## config.mk

```make
export PLATFORM = sky130hd
export DESIGN_NAME = gpu_rect_fill_flat
export DESIGN_NICKNAME = d
export VERILOG_FILES = /design/src/rtl/gpu_rect_fill_if.sv /design/src/rtl/gpu_rect_fill.sv /design/src/flat_wrapper.sv
export SDC_FILE = /design/constraint.sdc
export NUM_CORES = 1
export LEC_CHECK = 0
export CAP_MARGIN = 20
export CORE_ASPECT_RATIO = 0.8
export CORE_MARGIN = 1
export CORE_UTILIZATION = 50
export CTS_CLUSTER_DIAMETER = 60
export DETAILED_ROUTE_END_ITERATION = 7
export HOLD_SLACK_MARGIN = 0.02
export PLACE_DENSITY = 0.87
export SKIP_LAST_GASP = 1
export SLEW_MARGIN = 10
export SYNTH_ARGS = -nofsm -noshare
export SYNTH_HDL_FRONTEND = slang
export SYNTH_SLANG_ARGS = --single-unit
```

## constraint.sdc

```tcl
create_clock -name clk -period 4.5 [get_ports clk]
set_input_delay 0.45 -clock clk [delete_from_list [all_inputs] [get_ports clk]]
set_output_delay 0.45 -clock clk [all_outputs]
set_load 0.02 [all_outputs]
```

## src/rtl/gpu_rect_fill_if.sv

```systemverilog
// Command and RAM port-B bundle for the rectangle fill engine.
// slave  = the fill engine (takes commands, drives the RAM requests).
// master = the environment (issues commands, owns the RAM port B).
interface gpu_rect_fill_if;
    // command channel
    logic       cmd_valid;
    logic       cmd_ready;
    logic [8:0] cmd_x0;
    logic [7:0] cmd_y0;
    logic [8:0] cmd_x1;
    logic [7:0] cmd_y1;
    logic [1:0] cmd_op;
    logic       busy;
    logic       done;
    // framebuffer RAM port B
    logic [8:0] x_b;
    logic [7:0] y_b;
    logic       read_b;
    logic       write_b;
    logic       in_b;
    logic       out_b;
    logic       rdy_b;

    modport slave (
        input  cmd_valid, cmd_x0, cmd_y0, cmd_x1, cmd_y1, cmd_op, out_b, rdy_b,
        output cmd_ready, busy, done, x_b, y_b, read_b, write_b, in_b
    );

    modport master (
        output cmd_valid, cmd_x0, cmd_y0, cmd_x1, cmd_y1, cmd_op, out_b, rdy_b,
        input  cmd_ready, busy, done, x_b, y_b, read_b, write_b, in_b
    );
endinterface

```

## src/rtl/gpu_rect_fill.sv

```systemverilog
// Rectangle fill engine: walks a clamped rectangle row-major and issues
// per-pixel clear/set writes or invert read-modify-writes on RAM port B.
// RAM requests are combinational from state and rdy_b so that a request
// goes out in the same cycle the RAM reports idle and lasts exactly one cycle.
module gpu_rect_fill #(
    parameter int WIDTH  = 320,
    parameter int HEIGHT = 200
) (
    input  logic            clk,
    input  logic            rst_n,
    gpu_rect_fill_if.slave  bus
);

    typedef enum logic [1:0] {
        S_IDLE  = 2'd0,
        S_PIX   = 2'd1,
        S_RWAIT = 2'd2,
        S_DRAIN = 2'd3
    } state_t;

    localparam logic [8:0] X_MAX = 9'(WIDTH - 1);
    localparam logic [7:0] Y_MAX = 8'(HEIGHT - 1);

    localparam logic [1:0] OP_CLEAR  = 2'b00;
    localparam logic [1:0] OP_SET    = 2'b01;
    localparam logic [1:0] OP_INVERT = 2'b10;
    localparam logic [1:0] OP_NOP    = 2'b11;

    state_t     state_q, state_d;
    logic [8:0] cur_x_q, cur_x_d;
    logic [7:0] cur_y_q, cur_y_d;
    logic [8:0] xl_q, xl_d;
    logic [8:0] xr_q, xr_d;
    logic [7:0] yt_q, yt_d;
    logic [7:0] yb_q, yb_d;
    logic [1:0] op_q, op_d;

    // clamped, ordered corners of the incoming command
    logic [8:0] cx0, cx1, in_xl, in_xr;
    logic [7:0] cy0, cy1, in_yt, in_yb;

    // walker step results
    logic       last_pix;
    logic [8:0] adv_x;
    logic [7:0] adv_y;

    logic accept;

    // clamp each corner to the framebuffer, then sort into left/right, top/bottom
    always_comb begin
        cx0   = (bus.cmd_x0 > X_MAX) ? X_MAX : bus.cmd_x0;
        cx1   = (bus.cmd_x1 > X_MAX) ? X_MAX : bus.cmd_x1;
        cy0   = (bus.cmd_y0 > Y_MAX) ? Y_MAX : bus.cmd_y0;
        cy1   = (bus.cmd_y1 > Y_MAX) ? Y_MAX : bus.cmd_y1;
        in_xl = (cx0 < cx1) ? cx0 : cx1;
        in_xr = (cx0 < cx1) ? cx1 : cx0;
        in_yt = (cy0 < cy1) ? cy0 : cy1;
        in_yb = (cy0 < cy1) ? cy1 : cy0;
    end

    // row-major step; the last pixel holds its position so counters stay in bounds
    always_comb begin
        last_pix = (cur_x_q == xr_q) && (cur_y_q == yb_q);
        adv_x    = cur_x_q;
        adv_y    = cur_y_q;
        if (!last_pix) begin
            if (cur_x_q == xr_q) begin
                adv_x = xl_q;
                adv_y = cur_y_q + 8'd1;
            end else begin
                adv_x = cur_x_q + 9'd1;
            end
        end
    end

    assign accept = (state_q == S_IDLE) && bus.cmd_valid;

    // state and datapath registers, synchronous active-low reset
    always_ff @(posedge clk) begin
        if (!rst_n) begin
            state_q <= S_IDLE;
            cur_x_q <= '0;
            cur_y_q <= '0;
            xl_q    <= '0;
            xr_q    <= '0;
            yt_q    <= '0;
            yb_q    <= '0;
            op_q    <= OP_CLEAR;
        end else begin
            state_q <= state_d;
            cur_x_q <= cur_x_d;
            cur_y_q <= cur_y_d;
            xl_q    <= xl_d;
            xr_q    <= xr_d;
            yt_q    <= yt_d;
            yb_q    <= yb_d;
            op_q    <= op_d;
        end
    end

    // next-state and walker update
    always_comb begin
        state_d = state_q;
        cur_x_d = cur_x_q;
        cur_y_d = cur_y_q;
        xl_d    = xl_q;
        xr_d    = xr_q;
        yt_d    = yt_q;
        yb_d    = yb_q;
        op_d    = op_q;
        case (state_q)
            S_IDLE: begin
                if (accept) begin
                    xl_d    = in_xl;
                    xr_d    = in_xr;
                    yt_d    = in_yt;
                    yb_d    = in_yb;
                    op_d    = bus.cmd_op;
                    cur_x_d = in_xl;
                    cur_y_d = in_yt;
                    // reserved op skips straight to the drain wait
                    state_d = (bus.cmd_op == OP_NOP) ? S_DRAIN : S_PIX;
                end
            end
            S_PIX: begin
                if (bus.rdy_b) begin
                    if (op_q == OP_INVERT) begin
                        state_d = S_RWAIT;
                    end else begin
                        cur_x_d = adv_x;
                        cur_y_d = adv_y;
                        state_d = last_pix ? S_DRAIN : S_PIX;
                    end
                end
            end
            S_RWAIT: begin
                // first idle cycle after the read carries the data and the write-back
                if (bus.rdy_b) begin
                    cur_x_d = adv_x;
                    cur_y_d = adv_y;
                    state_d = last_pix ? S_DRAIN : S_PIX;
                end
            end
            S_DRAIN: begin
                if (bus.rdy_b) begin
                    state_d = S_IDLE;
                end
            end
            default: state_d = S_IDLE;
        endcase
    end

    // outputs: handshake status and single-cycle RAM requests gated by rdy_b
    always_comb begin
        bus.cmd_ready = (state_q == S_IDLE);
        bus.busy      = (state_q != S_IDLE);
        bus.done      = 1'b0;
        bus.x_b       = '0;
        bus.y_b       = '0;
        bus.read_b    = 1'b0;
        bus.write_b   = 1'b0;
        bus.in_b      = 1'b0;
        case (state_q)
            S_PIX: begin
                bus.x_b = cur_x_q;
                bus.y_b = cur_y_q;
                if (bus.rdy_b) begin
                    if (op_q == OP_INVERT) begin
                        bus.read_b = 1'b1;
                    end else begin
                        bus.write_b = 1'b1;
                        bus.in_b    = (op_q == OP_SET);
                    end
                end
            end
            S_RWAIT: begin
                bus.x_b = cur_x_q;
                bus.y_b = cur_y_q;
                if (bus.rdy_b) begin
                    bus.write_b = 1'b1;
                    bus.in_b    = ~bus.out_b;
                end
            end
            S_DRAIN: begin
                bus.done = bus.rdy_b;
            end
            default: ;
        endcase
    end

endmodule

```

## src/flat_wrapper.sv

```systemverilog
// flat-port wrapper written by rule: the top's interface ports become plain ports
module gpu_rect_fill_flat 
#(
    parameter int WIDTH  = 320,
    parameter int HEIGHT = 200
)
  (clk, rst_n, bus_cmd_valid, bus_cmd_x0, bus_cmd_y0, bus_cmd_x1, bus_cmd_y1, bus_cmd_op, bus_out_b, bus_rdy_b, bus_cmd_ready, bus_busy, bus_done, bus_x_b, bus_y_b, bus_read_b, bus_write_b, bus_in_b);
  gpu_rect_fill_if bus_i ();
  input  logic clk;
  input  logic rst_n;
  input wire logic [$bits(bus_i.cmd_valid)-1:0] bus_cmd_valid;
  input wire logic [$bits(bus_i.cmd_x0)-1:0] bus_cmd_x0;
  input wire logic [$bits(bus_i.cmd_y0)-1:0] bus_cmd_y0;
  input wire logic [$bits(bus_i.cmd_x1)-1:0] bus_cmd_x1;
  input wire logic [$bits(bus_i.cmd_y1)-1:0] bus_cmd_y1;
  input wire logic [$bits(bus_i.cmd_op)-1:0] bus_cmd_op;
  input wire logic [$bits(bus_i.out_b)-1:0] bus_out_b;
  input wire logic [$bits(bus_i.rdy_b)-1:0] bus_rdy_b;
  output wire logic [$bits(bus_i.cmd_ready)-1:0] bus_cmd_ready;
  output wire logic [$bits(bus_i.busy)-1:0] bus_busy;
  output wire logic [$bits(bus_i.done)-1:0] bus_done;
  output wire logic [$bits(bus_i.x_b)-1:0] bus_x_b;
  output wire logic [$bits(bus_i.y_b)-1:0] bus_y_b;
  output wire logic [$bits(bus_i.read_b)-1:0] bus_read_b;
  output wire logic [$bits(bus_i.write_b)-1:0] bus_write_b;
  output wire logic [$bits(bus_i.in_b)-1:0] bus_in_b;
  assign bus_i.cmd_valid = bus_cmd_valid;
  assign bus_i.cmd_x0 = bus_cmd_x0;
  assign bus_i.cmd_y0 = bus_cmd_y0;
  assign bus_i.cmd_x1 = bus_cmd_x1;
  assign bus_i.cmd_y1 = bus_cmd_y1;
  assign bus_i.cmd_op = bus_cmd_op;
  assign bus_i.out_b = bus_out_b;
  assign bus_i.rdy_b = bus_rdy_b;
  assign bus_cmd_ready = bus_i.cmd_ready;
  assign bus_busy = bus_i.busy;
  assign bus_done = bus_i.done;
  assign bus_x_b = bus_i.x_b;
  assign bus_y_b = bus_i.y_b;
  assign bus_read_b = bus_i.read_b;
  assign bus_write_b = bus_i.write_b;
  assign bus_in_b = bus_i.in_b;
  gpu_rect_fill #(.WIDTH(WIDTH), .HEIGHT(HEIGHT)) u_core (.clk(clk), .rst_n(rst_n), .bus(bus_i));
endmodule
```

==> flow_metrics.py, run 1 <==
metrics = {
    "layout": {
        "syn_to_final_growth_pct": 20.2,
        "fin_nets": 579,
        "final_cell_mix": "clkdlybuf4s50_1, nand2_1, dfxtp_1, nor2_1, nand3_1",
        "drive_gt1_share_pct": 6.96,
        "antenna_cells": 0,
        "n_fill_cell": 581,
        "mostFrequentLayoutCell": "clkdlybuf4s50_1",
    },
    "placed_design": {
        "dpl_worst_slack_ns": 0.817,
        "gp_congestion": 0.917,
        "port_buffers": 63,
        "dp.final_hpwl_microns": 7470,
    },
    "floorplanning": {
        "die_h_microns": 79.3,
        "core_sq_um": 7060,
        "dieArea_sq_um": 7820,
        "die_x_microns": 98.6,
        "rows": 27,
        "io_pins": 64,
        "start_util_pct": 52.9,
    },
    "synth": {
        "synth_edf_count": 0,
        "yosysSeqAreaShare_pct": 25.2,
        "syn_area_sq_um": 3730,
        "synthArstFlopShare_pct": 0,
        "avgSynthCellArea_sq_um": 7.91,
        "netlist_instances": 472,
        "yosys_register_bits": 47,
        "ys_warn_count": 0,
        "yosysUniqueCellTypes": 61,
        "ys.flop_type": "dfxtp_1",
        "synth.net_count": 535,
    },
    "sta": {
        "rsz0062_at_grt": "false",
        "fin_ws_ns": 1.13,
        "setup_violations": 0,
        "maxSlewViolCount": 0,
        "hold_viol": 0,
        "post-route-period-util_pct": 74.9,
        "timing.slew.headroom_pct": 44.0,
        "worstMarginPinSlew_ns": 0.838,
        "max_freq_ghz": 0.297,
        "tns_ns": 0,
        "period_minus_slack_ns": 3.37,
        "fin_skew_ns": 0.00604,
    },
    "pwr": {
        "vdd_drop_max_mv": 0.299,
        "p_leak_nw": 1.76,
        "p_per_area_nw_per_um2": 566,
    },
    "clock_tree": {
        "cts_max_level": 2,
        "clk_pin_slew_ns": 0.09,
        "cts_tree": "built",
        "clkSinkCount": 47,
        "cts_max_path_buffers": 2,
        "clock_latency_ns": 0.30,
        "cts_resized": 0,
        "root_buffer": "clkbuf_8",
        "post-cts-setup-buffers": 0,
        "cts_made_buffers": 5,
        "ctsHoldBuffers": 0,
    },
    "drt": {
        "via_count": 3748,
        "avgViaCountPerCell": 6.21,
        "ant_nets": 0,
        "wire_per_inst_microns": 16.8,
        "wl_microns": 10200,
        "drt_iter0_markers": 315,
        "drc": 0,
        "dr.pass1.iters": 5,
    },
    "worst_setup_path": {
        "cp.required_ns": 4.71,
        "worstPathMaxFanout": 26,
        "endpoint": "u_core.cur_y_q[5]",
        "crit_chain": "clkdlybuf4s50_1 > nand2_1 > nand2_1 > inv_1 > ha_1 > a21o_1 > a21o_1 > a221o_1 > a31oi_4 > mux2_2 > a211oi_1",
        "ff2ff_setup_slack_ns": 1.76,
        "r2r_end": "u_core.cur_y_q[7]",
        "reg2reg_depth": 9,
        "worstSetupPathType": "primary input to flop",
        "rr_startpoint": "u_core.state_q[1]",
        "setup.worst_path.start": "bus_cmd_y0[7]",
        "worst_path_largest_cell_delay_ns": 0.58,
        "cp-end-kind": "flop",
        "cp.arrival_ns": 3.58,
        "start_kind": "primary input",
        "cpMaxStageDelayCell": "a31oi_4",
    },
    "grt": {
        "grt_pass1_wl_microns": 16900,
        "grt_antenna_before_repair": 0,
        "first_global_vias": 3451,
        "grt_max_degree": 42,
        "overflow": 0,
        "grt_use_total_pct": 26.8,
    },
    "flow_run": {
        "max_cap_violations": 0,
    },
    "min_path": {
        "hp-class": "flop to flop",
    },
    "run_status": {
        "outcome": "completed",
    },
}
## stage by stage
step / utilization [%] / hold WS, ns / power (mW) / instance area, sq um / instances
2_1_floorplan: - / 0.437 / 1.74 / 3730 / 472
3_3_place_gp: 61.7 / 0.448 / 2.09 / 4350 / 596
3_5_place_dp: 61.7 / 0.461 / 2.14 / 4350 / 596
4_1_cts: 63.6 / 0.477 / 2.51 / 4490 / 604
5_1_grt: 63.6 / 0.492 / 2.71 / 4490 / 604
6_report: 63.6 / 0.477 / 2.54 / 4490 / 604
## worst min-delay path by stage
stage / start / endpoint / slack [ns] / cells past startpoint
floorplan: u_core.xl_q[0] / u_core.xl_q[0] / 0.44 / 2
global placement: u_core.xl_q[4] / u_core.xl_q[4] / 0.45 / 2
detailed placement: u_core.xl_q[2] / u_core.xl_q[2] / 0.46 / 2
CTS: u_core.op_q[1] / u_core.op_q[1] / 0.48 / 2
global route: u_core.xl_q[5] / u_core.xl_q[5] / 0.49 / 2
finish: u_core.op_q[1] / u_core.op_q[1] / 0.48 / 2
## state kept, by name (all words and copies together), names as in the netlist
name            flops
u_core.yb_q         8
u_core.xr_q         9
u_core.state_q      2
u_core.cur_y_q      8
u_core.cur_x_q      9
u_core.xl_q         9
u_core.op_q         2
## layout make-up
cell class | count | area [sq um] | area share (%)
clock inverters | 3 | 67.6 | 1.51
well taps | 87 | 109 | 2.42
clock buffers | 5 | 68.8 | 1.53
repair buffers | 69 | 676 | 15.1
flip-flops and latches | 47 | 941 | 21.0
multi-input cells | 369 | 2540 | 56.5
inverters | 24 | 90.1 | 2.01
## metal layers
metal | GRT usage [%] | vias to the layer above | share of wire [%]
met4 | 6.72 | 0 | 1.1
met3 | 4.23 | 13 | 8.9
met2 | 43.9 | 206 | 44
li1 | - | 1785 | -
met1 | 36.9 | 1744 | 45
met5 | 0 | - | 0
## synth_stat cells (4+ instances only)
| cell type | count | area (sq um) |
|---|---|---|
| a21oi_1 | 21 | 105 |
| a21o_1 | 4 | 30.0 |
| clkbuf_1 | 19 | 71.3 |
| a311oi_1 | 5 | 43.8 |
| xor2_1 | 5 | 43.8 |
| mux2i_1 | 16 | 160 |
| nand3_1 | 28 | 140 |
| ha_1 | 22 | 275 |
| mux2_2 | 5 | 56.3 |
| buf_2 | 7 | 35.0 |
| o211ai_1 | 6 | 45.0 |
| inv_1 | 24 | 90.1 |
| o22ai_1 | 4 | 25.0 |
| a2111oi_2 | 8 | 120 |
| nand4_1 | 7 | 43.8 |
| nand2b_1 | 10 | 62.6 |
| and2_1 | 20 | 125 |
| nor2_1 | 38 | 143 |
| o311ai_0 | 8 | 70.1 |
| and2b_1 | 4 | 30.0 |
| nand2_1 | 47 | 176 |
| buf_6 | 5 | 56.3 |
| dfxtp_1 | 47 | 941 |
| or3_1 | 10 | 62.6 |
| o21ai_0 | 24 | 120 |
| nor3_1 | 12 | 60.1 |
| xnor2_1 | 17 | 149 |
## kinds of logic after synthesis
kind of cell,Yosys count,share of synthesized area [%]
AO/OA/AOI/OAI,110,22.6
XOR/XNOR,24,6.03
adder cells (fa/ha/maj),22,7.37
buffers and inverters,56,6.87
flip-flops,47,25.2
multiplexers,21,5.80
AND/OR/NAND/NOR,192,26.1
## power breakdown
part           switching [mW]  internal, mW  leakage, nW
registers               0.187         0.560        0.389
clock network           0.150         0.222       0.0644
logic                   0.826         0.596         1.30
total                    1.16          1.38         1.76
## worst max-delay path: cells and delay by family
kind                     cells  cell delay, ns
multiplexers                 1            0.42
AND/OR/NAND/NOR              2            0.20
buffers and inverters        2            0.62
AO/OA/AOI/OAI                5            1.58
adder cells (fa/ha/maj)      1            0.30
Note: power is estimated with default switching activity, not from simulation.
==> inputs of run 2 (changes only) <==
- clock period: 4.5 -> 3.5 ns (I/O delays scaled with it)
==> flow_metrics.py, run 2 (synthesis gave the netlist of run 1 again) <==
metrics = {
    "floorplanning": {
        "die_x_microns": 98.6,
        "rows": 27,
        "dieArea_sq_um": 7820,
        "io_pins": 64,
        "start_util_pct": 52.9,
        "die_h_microns": 79.3,
        "core_sq_um": 7060,
    },
    "worst_setup_path": {
        "crit_chain": "clkdlybuf4s50_1 > o21ai_0 > nand2b_1 > inv_1 > ha_1 > a2111oi_2 > a32oi_1 > a221oi_4 > buf_12 > mux2i_1 > a2111oi_2",
        "start_kind": "primary input",
        "cpMaxStageDelayCell": "clkdlybuf4s50_1",
        "rr_startpoint": "u_core.state_q[1]",
        "cp-end-kind": "flop",
        "r2r_end": "u_core.cur_y_q[0]",
        "cp.arrival_ns": 3.32,
        "crit_top_cell": "a2111oi_2",
        "ff2ff_setup_slack_ns": 0.62,
        "worstSetupPathType": "primary input to flop",
        "reg2reg_depth": 8,
        "worst_path_largest_cell_delay_ns": 0.45,
        "worstPathMaxFanout": 24,
        "cp.required_ns": 3.67,
    },
    "min_path": {
        "hold_start": "u_core.op_q[1]",
        "min_to": "u_core.op_q[1]",
        "hp-class": "flop to flop",
        "holdPathStages": 2,
    },
    "clock_tree": {
        "cts_max_path_buffers": 2,
        "clk_pin_slew_ns": 0.08,
        "cts_max_level": 2,
        "clock_latency_ns": 0.31,
        "post-cts-setup-buffers": 0,
        "cts_tree": "built",
        "clkSinkCount": 47,
        "ctsHoldBuffers": 0,
        "cts_resized": 0,
        "cts_made_buffers": 5,
        "root_buffer": "clkbuf_8",
    },
    "placed_design": {
        "placed_area_sq_um": 4410,
        "port_buffers": 63,
        "gp_congestion": 0.951,
        "dp.final_hpwl_microns": 7730,
        "dp_cells": 602,
        "dpl_worst_slack_ns": 0.0839,
    },
    "sta": {
        "hold_viol": 0,
        "worstMarginPinSlew_ns": 0.868,
        "fin_ws_ns": 0.348,
        "timing.slew.headroom_pct": 42.2,
        "holdWs_ns": 0.474,
        "maxSlewViolCount": 0,
        "tns_ns": 0,
        "post-route-period-util_pct": 90.0,
        "max_freq_ghz": 0.317,
        "rsz0062_at_grt": "false",
        "period_minus_slack_ns": 3.15,
        "fin_skew_ns": 0.0115,
        "setup_violations": 0,
    },
    "grt": {
        "grt_use_met1_pct": 38.0,
        "grt_util_met2_pct": 45.1,
        "grt_max_degree": 27,
        "grt_use_met3_pct": 3.26,
        "grt_use_total_pct": 27.4,
        "grt_pass1_wl_microns": 17200,
        "first_global_vias": 3547,
        "overflow": 0,
        "grt.busiest_layer": "met2",
        "grt_antenna_before_repair": 0,
    },
    "layout": {
        "drive_gt1_share_pct": 7.84,
        "antenna_cells": 0,
        "final_cell_mix": "clkdlybuf4s50_1, nand2_1, dfxtp_1, nor2_1, nand3_1",
        "syn_to_final_growth_pct": 20.4,
        "multiInputGateArea_sq_um": 2540,
        "fin_nets": 585,
        "mostFrequentLayoutCell": "clkdlybuf4s50_1",
        "final_cells": 610,
        "fin_area_sq_um": 4500,
        "regArea_sq_um": 941,
        "final_util_pct": 63.7,
        "n_fill_cell": 589,
        "reg_top3": "u_core.cur_x_q x9, u_core.xl_q x9, u_core.xr_q x9",
    },
    "pwr": {
        "p_per_area_nw_per_um2": 703,
        "finalPower_mw": 3.16,
        "p_leak_nw": 1.77,
        "vdd_drop_max_mv": 0.294,
    },
    "drt": {
        "ant_nets": 0,
        "via_count": 3793,
        "drc": 0,
        "avgViaCountPerCell": 6.22,
        "drt_iter0_markers": 319,
        "wl_microns": 10300,
        "dr.pass1.iters": 5,
        "wire_per_inst_microns": 16.9,
    },
    "flow_run": {
        "max_cap_violations": 0,
    },
    "run_status": {
        "outcome": "completed",
    },
}
[run 2: changes by cell type in the layout (fill, tap and decap cells not counted)]
| cell | delta |
|---|---|
| bufinv_16 | -2 |
| clkbuf_1 | +1 |
| buf_12 | +1 |
| clkinv_2 | +1 |
| buf_4 | +5 |
[run 2: routing by layer]
metal,routed length (microns),vias to the layer above
li1,-,1796
met1,4690,1772
met2,4580,208
met3,909,17
met4,144,0
met5,0,-
[run 2: where the power goes]
part / internal (mW) / leakage (nW) / switching (mW)
Combinational: 0.792 / 1.34 / 1.09
Clock: 0.140 / 0.0412 / 0.186
Sequential: 0.720 / 0.389 / 0.237
Total: 1.65 / 1.77 / 1.51
[run 2: how the worst max path moves through the flow]
stage,start,to,slack [ns],cells past startpoint
global placement,bus_cmd_x1[7],u_core.cur_x_q[6],0.24,11
detailed placement,bus_cmd_x1[7],u_core.cur_x_q[7],0.08,11
CTS,bus_cmd_x1[7],u_core.cur_x_q[7],0.40,11
global route,bus_cmd_x1[7],u_core.cur_x_q[8],0.09,11
floorplan,bus_cmd_x0[7],u_core.xl_q[4],0.78,9
finish,bus_cmd_x1[7],u_core.cur_x_q[7],0.35,11
[run 2: worst max-delay path, delay by kind of cell]
kind | cells | cell delay (ns)
compound gates | 5 | 1.39
buf+inv | 3 | 0.76
fa+ha+maj | 1 | 0.25
mux | 1 | 0.39
simple gates | 1 | 0.18
[run 2: layout make-up]
cell class,instances,area share (%)
Clock inverter,2,0.278
Clock buffer,6,1.61
Timing Repair Buffer,75,16.3
Tap cell,87,2.42
Inverter,24,2.00
Multi-Input combinational cell,369,56.4
Sequential cell,47,20.9
==> inputs of run 3 (changes only) <==
- PLACE_DENSITY: 0.87 -> 0.76
- SKIP_LAST_GASP: 1 -> not set
==> flow_metrics.py, run 3 (synthesis gave the netlist of run 1 again) <==
metrics = {
    "run_status": {
        "outcome": "completed",
    },
    "clock_tree": {
        "clk_pin_slew_ns": 0.09,
        "root_buffer": "clkbuf_8",
        "clock_latency_ns": 0.30,
        "cts_made_buffers": 5,
        "clkSinkCount": 47,
        "post-cts-setup-buffers": 0,
        "cts_resized": 0,
        "ctsHoldBuffers": 0,
        "cts_max_level": 2,
        "cts_tree": "built",
        "cts_max_path_buffers": 2,
    },
    "placed_design": {
        "dp_cells": 605,
        "dp.final_hpwl_microns": 7730,
        "gp_congestion": 0.926,
        "port_buffers": 63,
    },
    "drt": {
        "drc": 0,
        "wl_microns": 10200,
        "drt_iter0_markers": 337,
        "dr.pass1.iters": 5,
        "wire_per_inst_microns": 16.7,
        "ant_nets": 0,
        "via_count": 3722,
        "avgViaCountPerCell": 6.07,
    },
    "sta": {
        "period_minus_slack_ns": 3.03,
        "max_freq_ghz": 0.330,
        "worstMarginPinSlew_ns": 0.850,
        "setup_violations": 0,
        "timing.slew.headroom_pct": 43.4,
        "hold_viol": 0,
        "post-route-period-util_pct": 86.5,
        "tns_ns": 0,
        "maxSlewViolCount": 0,
        "fin_skew_ns": 0.00904,
        "rsz0062_at_grt": "false",
    },
    "min_path": {
        "hp-class": "flop to flop",
    },
    "worst_setup_path": {
        "worst_path_largest_cell_delay_ns": 0.57,
        "cpMaxStageDelayCell": "clkdlybuf4s50_1",
        "cp.arrival_ns": 3.23,
        "worstPathMaxFanout": 12,
        "cp-end-kind": "flop",
        "worstSetupPathType": "primary input to flop",
        "start_kind": "primary input",
        "cp.required_ns": 3.71,
        "crit_chain": "clkdlybuf4s50_1 > nand2_1 > nand2_1 > inv_1 > ha_1 > a21o_1 > a21o_1 > a221o_1 > a31oi_4 > mux2_2 > a211oi_1",
    },
    "layout": {
        "fin_nets": 588,
        "antenna_cells": 0,
        "mostFrequentLayoutCell": "clkdlybuf4s50_1",
        "final_cell_mix": "clkdlybuf4s50_1, nand2_1, dfxtp_1, nor2_1, nand3_1",
        "final_cells": 613,
        "syn_to_final_growth_pct": 20.9,
        "drive_gt1_share_pct": 8.56,
        "n_fill_cell": 630,
        "reg_top3": "u_core.cur_x_q x9, u_core.xl_q x9, u_core.xr_q x9",
    },
    "pwr": {
        "vdd_drop_max_mv": 0.325,
        "p_per_area_nw_per_um2": 702,
        "p_leak_nw": 1.79,
    },
    "floorplanning": {
        "die_x_microns": 98.6,
        "io_pins": 64,
        "rows": 27,
        "dieArea_sq_um": 7820,
        "start_util_pct": 52.9,
        "core_sq_um": 7060,
        "die_h_microns": 79.3,
    },
    "flow_run": {
        "max_cap_violations": 0,
    },
    "grt": {
        "overflow": 0,
        "grt_pass1_wl_microns": 17200,
        "grt_antenna_before_repair": 0,
        "grt_use_total_pct": 27.5,
        "grt_max_degree": 31,
        "first_global_vias": 3523,
    },
}
## run 3: cell count changes in the layout (fill, tap and decap cells not counted)
cell,delta
clkbuf_1,-1
clkinvlp_4,-1
buf_4,+3
clkinv_2,+2
## run 3: path summary, 6_finish.rpt
kind	depth (start not counted)	from	endpoint	slack, ns
worst max register to register	8	u_core.state_q[1]	u_core.cur_y_q[7]	0.82
worst min register to register	2	u_core.xl_q[5]	u_core.xl_q[5]	0.46
worst min-delay path	2	u_core.xl_q[5]	u_core.xl_q[5]	0.46
worst max-delay path	11	bus_cmd_y0[6]	u_core.cur_y_q[2]	0.47
## run 3: worst max-delay path: cells and delay by family
| kind | cells | cell delay, ns |
|---|---|---|
| AO/OA/AOI/OAI | 5 | 1.30 |
| multiplexers | 1 | 0.39 |
| buffers and inverters | 2 | 0.63 |
| AND/OR/NAND/NOR | 2 | 0.25 |
| adder cells (fa/ha/maj) | 1 | 0.30 |
## run 3: area by class of cell
cell class | instances | area [sq um] | share of cell area [%]
clock buffer | 5 | 68.8 | 1.52
clock inverter | 3 | 15.0 | 0.332
inverter | 24 | 90.1 | 1.99
multi-input combinational | 369 | 2540 | 56.2
sequential | 47 | 941 | 20.8
tap | 87 | 109 | 2.41
timing repair buffer | 78 | 756 | 16.7
## run 3: power breakdown
part / switching (mW) / leakage, nW / internal, mW
registers: 0.229 / 0.389 / 0.720
logic: 1.09 / 1.35 / 0.806
clock network: 0.188 / 0.0477 / 0.137
total: 1.51 / 1.79 / 1.66
## run 3: metal layers
layer,GRT usage [%],vias up,routed length [microns]
li1,-,1801,-
met1,38.9,1718,4730
met2,42.0,183,4350
met3,4.93,20,961
met4,9.55,0,187
met5,0,-,0
## run 3: through the flow
step	hold WS [ns]	area (sq um)	util, %	total power [mW]	worst slack (ns)
floorplan	0.437	3730	-	2.23	0.777
global placement	0.452	4430	62.8	2.79	0.258
detailed placement	0.454	4430	62.8	2.83	0.168
CTS	0.466	4520	64.0	3.15	0.481
global route	0.493	4520	64.0	3.40	0.294
finish	0.465	4520	64.0	3.17	0.472
